## src/rtl/hnoc_pkg.sv

```systemverilog
`default_nettype none
// ============================================================================
// Module      : hnoc_pkg
// Description : Shared HNoC definitions. Flit field layout helpers,
//               destination-pattern codes, send FSM states and the
//               16-bit Fibonacci LFSR step used for random traffic.
// Revision    : 1.0 - initial release
// ============================================================================
package hnoc_pkg;

    // Widest flit the helper functions can pack or unpack
    localparam int c_FLIT_MAX = 64;

    // Base seed for the random-destination LFSR (XORed with the PE address)
    localparam logic [15:0] c_LFSR_SEED_BASE = 16'hACE1;

    typedef enum logic [1:0] {
        PAT_NEIGHBOUR  = 2'd0,
        PAT_COMPLEMENT = 2'd1,
        PAT_RANDOM     = 2'd2
    } pattern_e;

    typedef enum logic [1:0] {
        ST_IDLE     = 2'd0,
        ST_SEND     = 2'd1,
        ST_FINISHED = 2'd2
    } send_state_e;

    // Flit layout: {dest[aw], src[aw], seq[dw-aw]}; dest sits just above the payload
    function automatic int dest_lsb(input int dw);
        return dw;
    endfunction

    // Source address occupies the top aw bits of the payload
    function automatic int src_lsb(input int dw, input int aw);
        return dw - aw;
    endfunction

    function automatic logic [c_FLIT_MAX-1:0] field_mask(input int w);
        return (64'd1 << w) - 64'd1;
    endfunction

    function automatic logic [c_FLIT_MAX-1:0] make_flit(
        input logic [c_FLIT_MAX-1:0] dest,
        input logic [c_FLIT_MAX-1:0] src,
        input logic [c_FLIT_MAX-1:0] seq,
        input int                    dw,
        input int                    aw
    );
        return ((dest & field_mask(aw)) << dest_lsb(dw))
             | ((src  & field_mask(aw)) << src_lsb(dw, aw))
             |  (seq  & field_mask(dw - aw));
    endfunction

    function automatic logic [c_FLIT_MAX-1:0] get_dest(
        input logic [c_FLIT_MAX-1:0] flit,
        input int                    dw,
        input int                    aw
    );
        return (flit >> dest_lsb(dw)) & field_mask(aw);
    endfunction

    function automatic logic [c_FLIT_MAX-1:0] get_src(
        input logic [c_FLIT_MAX-1:0] flit,
        input int                    dw,
        input int                    aw
    );
        return (flit >> src_lsb(dw, aw)) & field_mask(aw);
    endfunction

    function automatic logic [c_FLIT_MAX-1:0] get_seq(
        input logic [c_FLIT_MAX-1:0] flit,
        input int                    dw,
        input int                    aw
    );
        return flit & field_mask(dw - aw);
    endfunction

    // Fibonacci LFSR, polynomial x^16 + x^14 + x^13 + x^11 + 1 (maximal length)
    function automatic logic [15:0] lfsr16_step(input logic [15:0] v);
        return {v[14:0], v[15] ^ v[13] ^ v[12] ^ v[10]};
    endfunction

endpackage : hnoc_pkg
`default_nettype wire

```

## src/rtl/hnoc_lfsr16.sv

```systemverilog
`default_nettype none
// ============================================================================
// Module      : hnoc_lfsr16
// Description : 16-bit Fibonacci LFSR. Loads its seed in reset and steps
//               once per asserted advance. A zero seed is replaced so the
//               register can never lock up at zero.
// Revision    : 1.0 - initial release
// ============================================================================
module hnoc_lfsr16
    import hnoc_pkg::*;
(
    input  logic        clk,
    input  logic        rst,
    input  logic [15:0] seed,
    input  logic        advance,
    output logic [15:0] value
);

    logic [15:0] w_seed;
    logic [15:0] value_q;

    assign w_seed = (seed == 16'h0000) ? 16'h0001 : seed;

    // Seed on reset, step on each advance request
    always_ff @(posedge clk) begin
        if (rst) begin
            value_q <= w_seed;
        end else if (advance) begin
            value_q <= lfsr16_step(value_q);
        end
    end

    assign value = value_q;

endmodule : hnoc_lfsr16
`default_nettype wire

```

## src/rtl/hnoc_pe.sv

```systemverilog
`default_nettype none
// ============================================================================
// Module      : hnoc_pe
// Description : HNoC traffic processing element. Injects PktLmit addressed
//               flits using a Neighbour / Complement / Random destination
//               pattern and sinks (counts) every flit delivered to it.
// Revision    : 1.0 - initial release
// ============================================================================
module hnoc_pe
    import hnoc_pkg::*;
#(
    parameter int    address      = 0,
    parameter int    numPE        = 8,
    parameter int    AddressWidth = 3,
    parameter int    DataWidth    = 32,
    parameter int    TotalWidth   = 35,
    parameter int    PktLmit      = 100,
    parameter string Pattern      = "Neighbour"
) (
    input  logic                  clk,
    input  logic                  rst,
    input  logic [TotalWidth-1:0] i_data,
    input  logic                  i_data_valid,
    output logic                  o_data_ready,
    output logic [TotalWidth-1:0] o_data,
    output logic                  o_data_valid,
    input  logic                  i_data_ready,
    input  logic                  done
);

    // Pattern string resolved once at elaboration; anything unknown falls back to Neighbour
    localparam pattern_e c_PAT =
        (Pattern == "Complement") ? PAT_COMPLEMENT :
        (Pattern == "Random")     ? PAT_RANDOM     : PAT_NEIGHBOUR;

    localparam logic [31:0] c_PKT_LIMIT = 32'(PktLmit);
    localparam logic [15:0] c_SEED      = c_LFSR_SEED_BASE ^ 16'(address);
    localparam int          c_NEIGHBOUR = (address + 1) % numPE;
    localparam int          c_COMPLEMENT = (numPE - 1) - address;

    send_state_e           state_q, state_d;
    logic                  valid_q, valid_d;
    logic [TotalWidth-1:0] data_q,  data_d;
    logic [31:0]           sent_q,  sent_d;
    logic [31:0]           received_q;
    logic                  ready_q;
    logic                  done_q;

    logic                  w_done_any;
    logic                  w_lfsr_adv;
    logic [15:0]           w_lfsr_value;
    logic [15:0]           w_lfsr_next;

    // Destination selection; lfsr_low is only consulted for the Random pattern
    function automatic logic [AddressWidth-1:0] dest_of(input logic [AddressWidth-1:0] lfsr_low);
        int d;
        case (c_PAT)
            PAT_COMPLEMENT: d = c_COMPLEMENT;
            PAT_RANDOM: begin
                d = int'(lfsr_low) % numPE;
                if (d == address) begin
                    d = c_NEIGHBOUR;
                end
            end
            default: d = c_NEIGHBOUR;
        endcase
        return AddressWidth'(d);
    endfunction

    function automatic logic [TotalWidth-1:0] build_flit(
        input logic [AddressWidth-1:0] dest,
        input logic [31:0]             seq
    );
        return TotalWidth'(make_flit(64'(dest), 64'(address), 64'(seq), DataWidth, AddressWidth));
    endfunction

    generate
        if (c_PAT == PAT_RANDOM) begin : g_random
            hnoc_lfsr16 u_lfsr (
                .clk     (clk),
                .rst     (rst),
                .seed    (c_SEED),
                .advance (w_lfsr_adv),
                .value   (w_lfsr_value)
            );
        end else begin : g_fixed
            assign w_lfsr_value = 16'h0000;
        end
    endgenerate

    // The flit following a transfer must use the LFSR value after this transfer's step
    assign w_lfsr_next = lfsr16_step(w_lfsr_value);
    // done is sticky: once seen, both directions stay quiet until reset
    assign w_done_any  = done | done_q;

    // Send FSM next-state: first flit out of IDLE, back-to-back in SEND, halt in FINISHED
    always_comb begin
        state_d    = state_q;
        valid_d    = valid_q;
        data_d     = data_q;
        sent_d     = sent_q;
        w_lfsr_adv = 1'b0;
        case (state_q)
            ST_IDLE: begin
                if (w_done_any || (c_PKT_LIMIT == 32'd0)) begin
                    valid_d = 1'b0;
                    state_d = ST_FINISHED;
                end else begin
                    valid_d = 1'b1;
                    data_d  = build_flit(dest_of(w_lfsr_value[AddressWidth-1:0]), 32'd0);
                    state_d = ST_SEND;
                end
            end
            ST_SEND: begin
                if (w_done_any) begin
                    valid_d = 1'b0;
                    state_d = ST_FINISHED;
                end else if (valid_q && i_data_ready) begin
                    sent_d     = sent_q + 32'd1;
                    w_lfsr_adv = 1'b1;
                    if (sent_d < c_PKT_LIMIT) begin
                        data_d = build_flit(dest_of(w_lfsr_next[AddressWidth-1:0]), sent_d);
                    end else begin
                        valid_d = 1'b0;
                        state_d = ST_FINISHED;
                    end
                end
            end
            default: begin
                valid_d = 1'b0;
                state_d = ST_FINISHED;
            end
        endcase
    end

    // Send-side and control registers
    always_ff @(posedge clk) begin
        if (rst) begin
            state_q <= ST_IDLE;
            valid_q <= 1'b0;
            data_q  <= '0;
            sent_q  <= 32'd0;
            ready_q <= 1'b0;
            done_q  <= 1'b0;
        end else begin
            state_q <= state_d;
            valid_q <= valid_d;
            data_q  <= data_d;
            sent_q  <= sent_d;
            ready_q <= ~w_done_any;
            done_q  <= w_done_any;
        end
    end

    // Receive counter: every accepted delivery is counted, independent of sending
    always_ff @(posedge clk) begin
        if (rst) begin
            received_q <= 32'd0;
        end else if (i_data_valid && ready_q) begin
            received_q <= received_q + 32'd1;
        end
    end

`ifndef SYNTHESIS
    int misroute_q;

    // Simulation aid: report and count flits delivered to the wrong PE
    always_ff @(posedge clk) begin
        if (rst) begin
            misroute_q <= 0;
        end else if (i_data_valid && ready_q &&
                     (get_dest(64'(i_data), DataWidth, AddressWidth) != 64'(address))) begin
            misroute_q <= misroute_q + 1;
            $display("hnoc_pe[%0d] error: misrouted flit dest=%0d src=%0d seq=%0d", address,
                     get_dest(64'(i_data), DataWidth, AddressWidth),
                     get_src(64'(i_data), DataWidth, AddressWidth),
                     get_seq(64'(i_data), DataWidth, AddressWidth));
        end
    end
`endif

    assign o_data       = data_q;
    assign o_data_valid = valid_q;
    assign o_data_ready = ready_q;

endmodule : hnoc_pe
`default_nettype wire

```

## config.mk

```make
export PLATFORM = sky130hd
export DESIGN_NAME = hnoc_pe
export DESIGN_NICKNAME = d
export VERILOG_FILES = /design/src/rtl/hnoc_pkg.sv /design/src/rtl/hnoc_lfsr16.sv /design/src/rtl/hnoc_pe.sv
export SDC_FILE = /design/constraint.sdc
export NUM_CORES = 1
export LEC_CHECK = 0
export BUFFER_PORTS_ARGS = -buffer_cell sky130_fd_sc_hd__buf_2
export CAP_MARGIN = 30
export CORE_ASPECT_RATIO = 1.1
export CORE_MARGIN = 2
export CORE_UTILIZATION = 40
export DETAILED_ROUTE_END_ITERATION = 10
export GPL_TIMING_DRIVEN = 0
export PLACE_DENSITY = 0.71
export SLEW_MARGIN = 20
export SYNTH_ARGS = -nofsm -noshare
export SYNTH_HDL_FRONTEND = slang
export SYNTH_SLANG_ARGS = --single-unit
```

## constraint.sdc

```tcl
create_clock -name clk -period 8.1 [get_ports clk]
set_clock_uncertainty 0.05 [all_clocks]
set_input_delay 1.215 -clock clk [delete_from_list [all_inputs] [get_ports clk]]
set_output_delay 1.215 -clock clk [all_outputs]
set_load 0.01 [all_outputs]
```

Yosys cells after proc, flatten, opt, wreduce, memory -nomap -nowiden

Index checks and enable logic that the tools add are counted.

Flip-flop bits (word level): 72
Bits of input ports: 40
Output and inout bits: 37
Logic and storage cells: 43

Add/subtract/negate cells: 1
$lt $le $gt $ge: 1
Equal/unequal tests: 7
Mux-type cells: 19
Bitwise operators: 3
Reduce and logical (&&, ||, !) cells: 6

Operator list:

| kind                                                                          | number |
|---|---|
| 35-bit two-way mux                                                            | 4 |
| 35-bit one-hot mux with 2 select lines                                        | 1 |
| 35-bit by 29-bit OR with 35-bit output                                        | 1 |
| 32-bit by 1-bit adder with 32-bit output, second input constant               | 1 |
| 32-bit by 7-bit less-than comparator with 1-bit output, second input constant | 1 |
| 3-bit two-way mux                                                             | 4 |
| 2-bit two-way mux                                                             | 4 |
| 2-bit inequality test, second input constant                                  | 4 |
| 3-bit inequality test, second input constant                                  | 2 |
| 5-bit AND reduction                                                           | 1 |
| 1-bit two-way mux                                                             | 4 |
| 2-bit one-hot mux with 2 select lines                                         | 1 |
| 3-bit AND reduction                                                           | 1 |
| 2-bit by 1-bit == test with 1-bit output, second input constant               | 1 |
| 2-bit zero test                                                               | 1 |
| 1-bit one-hot mux with 2 select lines                                         | 1 |
| 2-bit AND reduction                                                           | 1 |
| 2-bit nonzero test                                                            | 1 |
| 1-bit logical AND                                                             | 1 |
| 1-bit NOT                                                                     | 1 |
| 1-bit OR                                                                      | 1 |

Logic depth before layout (Yosys ltp)

Gate-level depths: netlist (run 1).

Depth after elaboration: 11
Mapped depth: 9
Depth with buffers taken out: 8

Least setup slack after synthesis (run 1)

OpenSTA, ideal clock, no wires.

Kind: register -> register
From: reg sent_q[0]
To: reg data_q[9], in the netlist o_data[9]
Library setup time: 0.138 ns
Arrival: 2.722 ns
Data required time: 7.912 ns
Slack: 5.190 ns
Cell stages (with the launch flop): 10
Path buffers: 1
Period minus slack after synthesis: 2.910 ns
Cell sequence: dfxtp_1 ha_1 nand4_1 or3_1 mux2_2 nand2_1 or4_4 o31ai_4 buf_4 a211oi_1

Cells in the longest elaborated chain, start to end: 6
Elaborated cells on any way between the ends: 9
Classes of those cells: 1 x add/sub; 1 x order compare; 1 x eq/ne; 4 x mux; 1 x bitwise; 1 x reduce/logical

Ends and longest elaborated chain:

| what                                                                                           | line           | source |
|---|---|---|
| from (decl)                                                                                    | hnoc_pe.sv:44  | `logic [31:0] sent_q, sent_d;` |
| from (signal assigned)                                                                         | hnoc_pe.sv:149 | `sent_q <= sent_d;` |
| 32-bit by 1-bit adder with 32-bit output (*)                                                   | hnoc_pe.sv:119 | `sent_d = sent_q + 32'd1;` |
| branches (longest 5 deep; another with 32-bit by 7-bit less-than comparator with 1-bit output) | -              |  |
| to (signal assigned)                                                                           | hnoc_pe.sv:148 | `data_q <= data_d;` |
| to (decl)                                                                                      | hnoc_pe.sv:43  | `logic [TotalWidth-1:0] data_q, data_d;` |

Mark *: on every way between the ends. The select of a mux whose other input is x is not followed.
A chain may end at the register's enable or synchronous reset.

Worst setup path in the final report (run 1)

From: reg sent_q[0]
To: reg data_q[28], in the netlist o_data[28]

The elaborated chain is that of the path after synthesis.

==> results of run 1 <==
[kinds of logic (layout without fill, tap and decap cells)]
group | count (synthesis) | count (layout) | share of synthesized area (%)
AO/OA/AOI/OAI | 82 | 82 | 17.2
other | 1 | 5 | 0.108
AND/OR/NAND/NOR | 176 | 176 | 26.1
adder cells (fa/ha/maj) | 1 | 1 | 0.359
multiplexers | 3 | 3 | 0.898
XOR/XNOR | 39 | 39 | 9.81
buffers and inverters | 60 | 112 | 7.55
flip-flops | 66 | 66 | 37.9
[state kept, by name, indices dropped and copies added (netlist names)]
register / flops
o_data_valid: 1
o_data_ready: 1
o_data: 30
state_q: 1
done_q: 1
sent_q: 32
[synth_stat cells, types with 10 or more instances]
| cell type | number | area share (%) |
|---|---|---|
| a21oi_1 | 14 | 2.0 |
| nand3_1 | 16 | 2.3 |
| o21ai_0 | 10 | 1.4 |
| clkbuf_1 | 15 | 1.6 |
| or3_1 | 13 | 2.3 |
| nor3_1 | 14 | 2.0 |
| inv_1 | 25 | 2.7 |
| nand4_1 | 13 | 2.3 |
| dfxtp_1 | 66 | 38 |
| xor2_1 | 19 | 4.8 |
| a211oi_1 | 24 | 5.2 |
| xnor2_1 | 20 | 5.0 |
| nor2_1 | 44 | 4.7 |
| nand2_1 | 41 | 4.4 |
[report_power, final]
group | switching, mW | leakage [nW] | total (mW) | internal (mW)
registers | 0.00131 | 0.533 | 0.327 | 0.326
logic | 0.0170 | 0.804 | 0.0236 | 0.00660
clock network | 0.127 | 0.0941 | 0.275 | 0.148
total | 0.146 | 1.43 | 0.626 | 0.480
[worst max path at each step]
stage,from,slack [ns],end
5_1_grt,sent_q[0],4.37,o_data[2]
3_3_place_gp,done,4.55,sent_q[25]
6_report,sent_q[0],4.59,o_data[28]
3_5_place_dp,done,4.59,sent_q[25]
4_1_cts,sent_q[0],4.67,o_data[18]
2_1_floorplan,sent_q[0],5.19,o_data[9]
[critical path: cells and delay by family (launching register included)]
family	cells	cell delay, ns
AND/OR/NAND/NOR	3	1.25
AO/OA/AOI/OAI	4	1.04
flip-flops	1	0.46
adder cells (fa/ha/maj)	1	0.32
buffers and inverters	1	0.23
[final cells by class]
class,count,area [um^2]
clock inverters,5,55.1
flip-flops and latches,66,1320
fillers,846,4390
well taps,111,139
multi-input cells,306,1910
inverters,25,93.8
repair buffers,37,185
clock buffers,10,138
plain buffers,35,169
[per-layer routing]
metal | wire length (um) | global-route usage [%] | share of wire [%]
met5 | 0 | 0 | 0
met4 | 124 | 6.22 | 1.5
met3 | 374 | 3.24 | 4.6
met2 | 3980 | 31.2 | 49
met1 | 3620 | 21.0 | 45
[metrics by stage]
step	util (%)	hold slack, ns	instances
after floorplan	-	0.388	432
after CTS	47.7	0.385	594
after global placement	45.3	0.371	578
after detailed placement	45.4	0.374	579
after global routing	47.7	0.403	595
final	47.7	0.381	595
[cell usage in the layout (no fill, tap or decap), types with 13 or more instances in the layout]
cell      Yosys  layout
dfxtp_1      66      66
buf_2         9      45
nor2_1       44      44
nand2_1      41      41
inv_1        25      25
a211oi_1     24      24
xnor2_1      20      20
xor2_1       19      19
nand3_1      16      16
clkbuf_1     15      15
nor3_1       14      14
a21oi_1      14      14
nand4_1      13      13
or3_1        13      13
==> flow_metrics.tcl, run 1 <==
set metrics [dict create \
    status "completed" \
    cp.arrival_ns 3.66 \
    crit_slowest_cell "nor3_1" \
    regToRegEndpoint "o_data[28]" \
    worst_pin_slew_ns 0.767 \
    wirelength_mm 8.10 \
    die_x_um 93.0 \
    power_uw 626 \
    numClockSinks 66 \
    period_needed_ns 3.51 \
    cts_hold_buf 0 \
    postLayoutSetupSlackWorst_ns 4.59 \
    synth_area_um2 3480 \
    post_drt_via_cell_ratio 5.36 \
    gp_congestion 0.879 \
    yosys_warnings 0 \
    maxSlewViolCount 0 \
    pre_cts_slack_ns 4.59 \
    antenna_cells 0 \
    ys_ff_latch 66 \
    cp.required_ns 8.25 \
    die_area_um2 9470 \
    layout.nets 521 \
    grt_overflow_total 0 \
    cts_tree "yes" \
    min-delay-start "o_data[17]" \
    die_height_um 102 \
    rr_startpoint "sent_q[0]" \
    path_cells "ha_1 > nand4_1 > nor3_1 > nand4_1 > o21ai_0 > o2111ai_1 > o31ai_4 > buf_4 > a211oi_1" \
    avgSynthCellArea_um2 8.14 \
    r2r_slack_ns 4.59 \
    min_path_cells 2 \
    initial_core_util_pct 41.4 \
    portBuffers 35 \
    antenna_found_initial 0 \
    core-area_um2 8410 \
    post-route-period-util_pct 43.3 \
    async_flop_share_pct 0 \
    grt_pass1_wl_mm 13.4 \
    cap_viol_max_count 0 \
    crit_type "reg -> reg" \
    wl_per_cell_um 13.6 \
    rsz0062_at_grt "false" \
    remaining_drc_errors 0 \
    p_leak_nw 1.43 \
    hold_path.class "reg -> reg" \
    grt.total_usage_pct 17.4 \
    drtPass1Iterations 4 \
    grt_max_degree 12 \
    dp_hpwl_mm 5.87 \
    cts_buffers 9 \
    crit_path_max_incr_delay_ns 0.74 \
    synth_edf_count 0 \
    maxSlewHeadroom_pct 48.5 \
    syn_to_final_growth_pct 15.3 \
    netlist-cell-type-count 53 \
    crit_top_cell "nand4_1" \
    startpoint_type "flip-flop" \
    postRouteAntennaNets 0 \
    design_area_um2 4010 \
    ios 77 \
    root_buffer "clkbuf_8" \
    tns_ns 0 \
    synthCells 428 \
    yosysSeqAreaShare_pct 37.9 \
    placed_cell_area_um2 3820 \
    rows 35 \
    setup_viol 0 \
    powerDensity_nw_per_um2 156 \
    peakVddDrop_mv 0.0788 \
    end_kind "flip-flop" \
    htree_levels 3 \
    hold_path_end "o_data[17]" \
    drtIter0Drc 170 \
    cts_resized 0 \
    clk_pin_slew_ns 0.07 \
    via_count 3189 \
    hold_violations 0 \
    cts_max_path_buffers 2 \
    cts_setup_buffers 0 \
    ff2ff_path_depth 9 \
    ys.flop_type "dfxtp_1" \
    cp_max_fo 10 \
    grt_pass1_vias 2931 \
    clock_latency_ns 0.34 \
    max_freq_ghz 0.285 \
    drive_gt1_share_pct 15.5 \
]
Note: power is estimated with default switching activity, not from simulation.
==> run 2: changes to the inputs <==
==> constraint.sdc (replaced) <==
create_clock -name clk -period 3.4 [get_ports clk]
set_clock_uncertainty 0.05 [all_clocks]
set_input_delay 0.51 -clock clk [delete_from_list [all_inputs] [get_ports clk]]
set_output_delay 0.51 -clock clk [all_outputs]
set_load 0.01 [all_outputs]
==> flow_metrics.tcl, run 2 (synthesis gave the netlist of run 1 again) <==
set metrics [dict create \
    status "completed" \
    cp.required_ns 3.55 \
    p_comb_share_pct 3.8 \
    power_frac_seq_pct 52.3 \
    switching_share_pct 23.2 \
    clkPwrFrac_pct 43.9 \
    remaining_drc_errors 0 \
    r2r_slack_ns 0.22 \
    dp_hpwl_mm 5.87 \
    gp_congestion 0.879 \
    initial_core_util_pct 41.4 \
    largest_reg_flops 32 \
    cap_viol_max_count 0 \
    cts_buffers 9 \
    drtIter0Drc 179 \
    worst_pin_slew_ns 0.763 \
    peakVddDrop_mv 0.187 \
    switchingPower_uw 346 \
    die_height_um 102 \
    wl_met1_mm 3.64 \
    clock_latency_ns 0.34 \
    grt.total_usage_pct 17.6 \
    die_area_um2 9470 \
    max_freq_ghz 0.314 \
    end_kind "flip-flop" \
    layout.nets 523 \
    maxSlewViolCount 0 \
    tns_ns 0 \
    most-common-layout-cells "dfxtp_1 (66), buf_2 (45), nor2_1 (44)" \
    core-area_um2 8410 \
    maxSlewHeadroom_pct 48.7 \
    post_drt_via_cell_ratio 5.37 \
    numClockSinks 66 \
    wirelength_mm 8.14 \
    pre_cts_slack_ns -0.0105 \
    startpoint_type "flip-flop" \
    hold_path.class "in -> reg" \
    postRouteAntennaNets 0 \
    antenna_cells 0 \
    antenna_found_initial 0 \
    p_int_mw 1.14 \
    rows 35 \
    top_register "sent_q" \
    cts_hold_buf 0 \
    ios 77 \
    root_buffer "clkbuf_8" \
    wl_met3_um 381 \
    clk_pin_slew_ns 0.07 \
    p_leak_nw 1.44 \
    die_x_um 93.0 \
    period_needed_ns 3.18 \
    postLayoutSetupSlackWorst_ns 0.216 \
    cp.arrival_ns 3.33 \
    cts_max_path_buffers 2 \
    grt_overflow_total 0 \
    syn_to_final_growth_pct 16.1 \
    wl_per_cell_um 13.6 \
    via_count 3205 \
    rsz0062_at_grt "false" \
    setup_viol 0 \
    cp_max_fo 10 \
    grt_pass1_wl_mm 13.5 \
    htree_levels 3 \
    post-route-period-util_pct 93.7 \
    portBuffers 35 \
    fillers 846 \
    power_mw 1.49 \
    powerDensity_nw_per_um2 369 \
    route.met2.wl_mm 4.03 \
    hold_violations 0 \
    drtPass1Iterations 4 \
    highest_layer "met4" \
    drive_gt1_share_pct 16.5 \
    grt_pass1_vias 2963 \
    cts_tree "yes" \
    layout_commonest_cell "dfxtp_1" \
    crit_type "reg -> reg" \
    grt_max_degree 12 \
]
run 2: cell count changes in the layout (fill, tap and decap cells not counted), sizes merged:
cell  change
buf       +2
run 2: what timing repair did:
action,CTS,global route
setup endpoints to repair,27,28
pin swaps,1,1
gates resized for setup,1,2
buffers inserted,2,0
run 2: worst max-delay path: stages, from the launching register on:
cell	delay (ns)
dfxtp_1	0.47
ha_2	0.29
nand4_1	0.18
buf_4	0.21
nor3_2	0.43
nand4_1	0.15
o21ai_0	0.35
o2111ai_1	0.24
o31ai_4	0.35
buf_4	0.23
a211oi_1	0.09
run 2: worst paths after layout:
path	start	to	cells past startpoint
worst max-delay path	sent_q[0]	o_data[28]	10
worst min-delay path	done	o_data_ready	2
worst max register to register	sent_q[0]	o_data[28]	10
worst min register to register	o_data[16]	o_data[16]	2
run 2: area by class of cell:
class | count | area, um^2 | area share, %
timing repair buffer | 39 | 200 | 4.95
clock inverter | 5 | 55.1 | 1.36
tap | 111 | 139 | 3.44
inverter | 25 | 93.8 | 2.32
multi-input combinational | 306 | 1930 | 47.7
clock buffer | 10 | 138 | 3.40
buffer | 35 | 169 | 4.18
sequential | 66 | 1320 | 32.7
run 2: power by group through the flow:
stage / Sequential (mW) / Combinational, mW / Clock [mW]
floorplan: 0.798 / 0.0378 / 0
global placement: 0.797 / 0.0548 / 0
detailed placement: 0.798 / 0.0560 / 0
CTS: 0.780 / 0.0563 / 0.671
global route: 0.780 / 0.0623 / 0.705
finish: 0.780 / 0.0563 / 0.654
run 2: metrics by stage:
step           hold WS (ns)  utilization, %  area [um^2]  cells
2_1_floorplan         0.388               -         3500    432
3_3_place_gp          0.371            45.3         3810    578
3_5_place_dp          0.374            45.4         3820    579
4_1_cts               0.317            47.9         4030    596
5_1_grt               0.330            48.1         4040    597
6_report              0.329            48.1         4040    597
run 2: routing by layer:
| layer | GRT usage [%] | up-vias |
|---|---|---|
| met5 | 0 | - |
| met4 | 6.45 | 0 |
| met3 | 3.54 | 8 |
| met2 | 31.2 | 83 |
| met1 | 21.1 | 1495 |
| li1 | - | 1619 |
